**config.mk**
```make
export PLATFORM = sky130hd
export DESIGN_NAME = cpu_io_port
export DESIGN_NICKNAME = d
export VERILOG_FILES = /design/src/rtl/cpu_io_port.sv
export SDC_FILE = /design/constraint.sdc
export NUM_CORES = 1
export LEC_CHECK = 0
export ABC_AREA = 1
export CAP_MARGIN = 25
export CORE_MARGIN = 10
export CORE_UTILIZATION = 30
export CTS_BUF_LIST = sky130_fd_sc_hd__clkbuf_8 sky130_fd_sc_hd__clkbuf_16
export DETAILED_ROUTE_END_ITERATION = 7
export GPL_TIMING_DRIVEN = 0
export PLACE_DENSITY = 0.44
export SLEW_MARGIN = 20
export SYNTH_ARGS = -nofsm -noshare
export SYNTH_HDL_FRONTEND = slang
export SYNTH_SLANG_ARGS = --single-unit
```
**constraint.sdc**
```tcl
create_clock -name clk -period 6.4 [get_ports clk]
set_input_delay 1.92 -clock clk [delete_from_list [all_inputs] [get_ports clk]]
set_output_delay 1.92 -clock clk [all_outputs]
set_load 0.02 [all_outputs]
```
**src/rtl/cpu_io_port.sv**
```systemverilog
// rtl/cpu_io_port.sv - host-side operand register and change-capture FIFO around the pipelined CPU
//
// cpu_io_port ports:
//   clk            : clock, all state on rising edge
//   reset          : asynchronous active-low reset
//   cpu_in         : operand driven into the CPU in port (host loadable)
//   cpu_out        : CPU out port, watched for cycle-to-cycle changes
//   host_in_data   : new cpu_in value
//   host_in_load   : load strobe for host_in_data
//   host_out_data  : FIFO head (0 when empty)
//   host_out_valid : FIFO non-empty
//   host_out_ready : host accepts the head entry
//   clear          : synchronous flush of FIFO, overflow and change history
//   count          : FIFO occupancy
//   overflow       : sticky, a captured change was dropped
//
// cpu_io_fifo ports:
//   s_tdata/s_tvalid          : push side (no backpressure, drops when full)
//   m_tdata/m_tvalid/m_tready : first-word-fall-through pop side
//   count/overflow            : occupancy and sticky drop flag

module cpu_io_fifo #(
    parameter int DEPTH = 8,
    parameter int DW    = 16
) (
    input  logic                     clk,
    input  logic                     reset,
    input  logic                     clear,
    input  logic [DW-1:0]            s_tdata,
    input  logic                     s_tvalid,
    output logic [DW-1:0]            m_tdata,
    output logic                     m_tvalid,
    input  logic                     m_tready,
    output logic [$clog2(DEPTH):0]   count,
    output logic                     overflow
);
    localparam int AW = $clog2(DEPTH);
    localparam int CW = AW + 1;

    logic [DW-1:0] mem [DEPTH];
    logic [AW-1:0] wptr;
    logic [AW-1:0] rptr;
    logic          empty;
    logic          full;
    logic          do_pop;
    logic          do_push;

    assign empty    = (count == '0);
    assign full     = (count == CW'(DEPTH));
    assign do_pop   = !empty && m_tready;
    // A pop on the same edge frees the slot, so a push into a full FIFO still lands.
    assign do_push  = s_tvalid && (!full || do_pop);
    assign m_tvalid = !empty;
    assign m_tdata  = empty ? '0 : mem[rptr];

    always_ff @(posedge clk or negedge reset) begin
        if (!reset) begin
            wptr     <= '0;
            rptr     <= '0;
            count    <= '0;
            overflow <= 1'b0;
        end else if (clear) begin
            wptr     <= '0;
            rptr     <= '0;
            count    <= '0;
            overflow <= 1'b0;
        end else begin
            if (do_push) begin
                wptr <= wptr + 1'b1;
            end
            if (do_pop) begin
                rptr <= rptr + 1'b1;
            end
            case ({do_push, do_pop})
                2'b10:   count <= count + 1'b1;
                2'b01:   count <= count - 1'b1;
                default: count <= count;
            endcase
            if (s_tvalid && full && !do_pop) begin
                overflow <= 1'b1;
            end
        end
    end

    // Storage carries no reset; the head is masked to zero while empty.
    always_ff @(posedge clk) begin
        if (reset && !clear && do_push) begin
            mem[wptr] <= s_tdata;
        end
    end
endmodule

module cpu_io_port #(
    parameter int          DEPTH   = 8,
    parameter logic [15:0] IN_INIT = 16'd3
) (
    input  logic                   clk,
    input  logic                   reset,
    output logic [15:0]            cpu_in,
    input  logic [15:0]            cpu_out,
    input  logic [15:0]            host_in_data,
    input  logic                   host_in_load,
    output logic [15:0]            host_out_data,
    output logic                   host_out_valid,
    input  logic                   host_out_ready,
    input  logic                   clear,
    output logic [$clog2(DEPTH):0] count,
    output logic                   overflow
);
    logic [15:0] prev;
    logic        chg;
    logic        push;

    assign chg  = (cpu_out != prev);
    // Clear resynchronises prev to cpu_out, so the flush edge never captures.
    assign push = chg && !clear;

    always_ff @(posedge clk or negedge reset) begin
        if (!reset) begin
            cpu_in <= IN_INIT;
            prev   <= '0;
        end else begin
            if (host_in_load) begin
                cpu_in <= host_in_data;
            end
            // prev tracks cpu_out even when the push is dropped on a full FIFO.
            if (clear || chg) begin
                prev <= cpu_out;
            end
        end
    end

    cpu_io_fifo #(
        .DEPTH (DEPTH),
        .DW    (16)
    ) u_fifo (
        .clk      (clk),
        .reset    (reset),
        .clear    (clear),
        .s_tdata  (cpu_out),
        .s_tvalid (push),
        .m_tdata  (host_out_data),
        .m_tvalid (host_out_valid),
        .m_tready (host_out_ready),
        .count    (count),
        .overflow (overflow)
    );
endmodule

```
==> results.ini <==
[outcome]
status=completed

[clock_network]
cts.clk_slew.worst_paths_ns=0.07
clkLatencyLatePin_ns=0.42
post_cts_buffers=0
cts.sinks=171
cts-htree-levels=4
cts_tree=yes
cts-root-buf=clkbuf_16
cts.path.max_buffers=2
cts-resized-gates=0
numCtsBuffers=17
ctsHoldBuffers=0

[drt]
vias=4699
ant_nets=0
drc=0
first_pass_iters=5
wl_um=18900
drt-wirelength-per-cell_um=18.2
drtIter0Drc=401
avgViaCountPerCell=4.53

[cells_and_area]
design_area_um2=8940
drive_above_1_share_pct=14.1
fin_nets=747
postLayoutCoreUtil_pct=38.2
register_area_um2=4920
multi_input_area_um2=1870
fillCellCount=2292
fin_cells=1037
synthToLayoutAreaGrowth_pct=26.0
diodes=0

[global_route]
grt_pass1_vias=4971
grt_max_degree=46
busiest_layer=met2
grt_util_met3_pct=3.64
grt_overflow=0
grt_antenna_before_repair=0
grt_use_met2_pct=20.6
gr-usage-met1_pct=16.0
grt_first_pass_wirelength_um=29100
grtUsageTotal_pct=12.6

[timing]
rsz0062_at_grt=false
period_share_pct=74.6
finalWorstSetupSlack_ns=1.63
max_slew_margin_pct=47.8
period_needed_ns=4.77
worst_pin_slew_ns=0.783
skew_ns=0.0102
clock.fmax_mhz=210
setup_tns_ns=0
slew_viol_final=0
setup_viol=0
hold_violations=0

[yosys]
ys_top_cells_by_count=edfxtp_1, nor2_1, nand2_1, o21ai_0, dfrtp_1
synth_ff_type=edfxtp_1
syn_nets=647
syn_avg_cell_area_um2=11.7
syn_area_um2=7090
ys.warnings.count=0
synth_top_area_cell=edfxtp_1
synth_top_area_share_pct=54.2
synthTopCellsByArea=edfxtp_1, dfrtp_1, nor2_1
synthCells=605
synth.distinct_cells=34
synth_seq_cells=171
synth_most_common_cell=edfxtp_1
synth_edf_count=128
async_flop_share_pct=25.1
synth_seq_area_share_pct=69.4

[placement]
place_hpwl_um=12800
dp_cells=1005
port_buffers=73
preCtsSetupSlack_ns=1.55
placed_cell_area_um2=8370
place_congestion=0.788

[floorplanning]
num_rows=56
dieArea_um2=30200
initial_core_util_pct=30.3
die_w_um=174
core_um2=23400
ios=75
die_y_um=174

[setup_path]
cp_max_fo=10
crit_required_ns=4.48
crit_type=reg -> out
critPathArrivalTime_ns=2.85
cp-end-kind=primary output
worstSetupStartpointType=flip-flop

[hold_path]
min_path_type=reg -> reg

[power_and_ir_drop]
vdd_ir_drop_max_mv=0.234
leakagePower_nw=3.35
powerDensity_nw_per_um2=410

[run]
drv_cap=0

report_power, final:
group / switching [mW] / internal, mW / leakage, nW
clock: 0.455 / 0.543 / 0.275
combinational: 0.852 / 0.482 / 1.40
sequential: 0.0532 / 1.28 / 1.67
total: 1.36 / 2.30 / 3.35
registers in the layout, indices dropped and copies added, names as in the netlist:
register,count
prev,16
u_fifo.rptr,3
u_fifo.mem,128
u_fifo.wptr,3
u_fifo.count,4
cpu_in,16
u_fifo.overflow,1
worst max-delay path, stage by stage, from the launching register on:
cell and delay, ns:
dfrtp_1 0.39, buf_2 0.20, inv_2 0.08, buf_4 0.17, buf_2 0.30, nor2_1 0.07
o22ai_1 0.18, o21ai_1 0.10, a31oi_1 0.26, clkdlybuf4s50_1 0.67
cell families (layout without fill, tap and decap cells):
family	count (synthesis)	after routing	share of synthesized area [%]
buffers and inverters	83	196	4.78
AND/OR/NAND/NOR	204	204	12.5
multiplexers	16	16	2.54
XOR/XNOR	3	3	0.370
adder cells (fa/ha/maj)	5	5	0.988
AO/OA/AOI/OAI	123	123	9.45
flip-flops	171	171	69.4
final cells by class:
class / instances / share of cell area [%]
well taps: 319 / 4.47
inverters: 40 / 1.68
repair buffers: 81 / 9.45
multi-input cells: 351 / 20.9
clock inverters: 15 / 1.55
clock buffers: 17 / 4.76
plain buffers: 43 / 2.11
flip-flops and latches: 171 / 55.1
cells in the final DEF, fill, tap and decap left out, drive strengths merged:
cell type      instances
bufinv                 1
ha                     4
clkinv                 6
mux2                  16
nand3                  5
inv                   46
clkinvlp               2
edfxtp               128
o21ai                 85
xor2                   2
nand4                  6
nor3                   4
dlygate4sd1            1
a31oi                 16
clkdlybuf4s50         72
buf                   24
clkbuf                44
a21oi                  4
a211oi                 1
fa                     1
nand3b                 1
dfrtp                 41
nand2                 66
nor2                 122
o22ai                 17
dfstp                  2
xnor2                  1
per-layer routing:
metal,vias up,share of wire [%]
met3,9,5.2
met1,2283,47
met4,0,0.79
met5,-,0
li1,2286,-
met2,121,47
final timing paths:
| path | from | to | slack (ns) | cells after the start |
|---|---|---|---|---|
| worst min register to register | u_fifo.overflow | u_fifo.overflow | 0.49 | 2 |
| min in group asynchronous | reset | cpu_in[3] | 1.54 | 1 |
| worst min-delay path | u_fifo.overflow | u_fifo.overflow | 0.49 | 2 |
| max in group asynchronous | reset | prev[2] | 4.42 | 1 |
| worst max register to register | u_fifo.count[0] | u_fifo.count[3] | 3.89 | 15 |
| worst max-delay path | u_fifo.rptr[0] | host_out_data[11] | 1.63 | 9 |
metrics by stage:
stage / hold slack (ns) / total power [mW]
floorplan: 0.572 / 2.10
global placement: 0.490 / 2.68
detailed placement: 0.477 / 2.71
CTS: 0.495 / 3.71
global route: 0.515 / 3.88
finish: 0.488 / 3.66
Note: power is estimated with default switching activity, not from simulation.
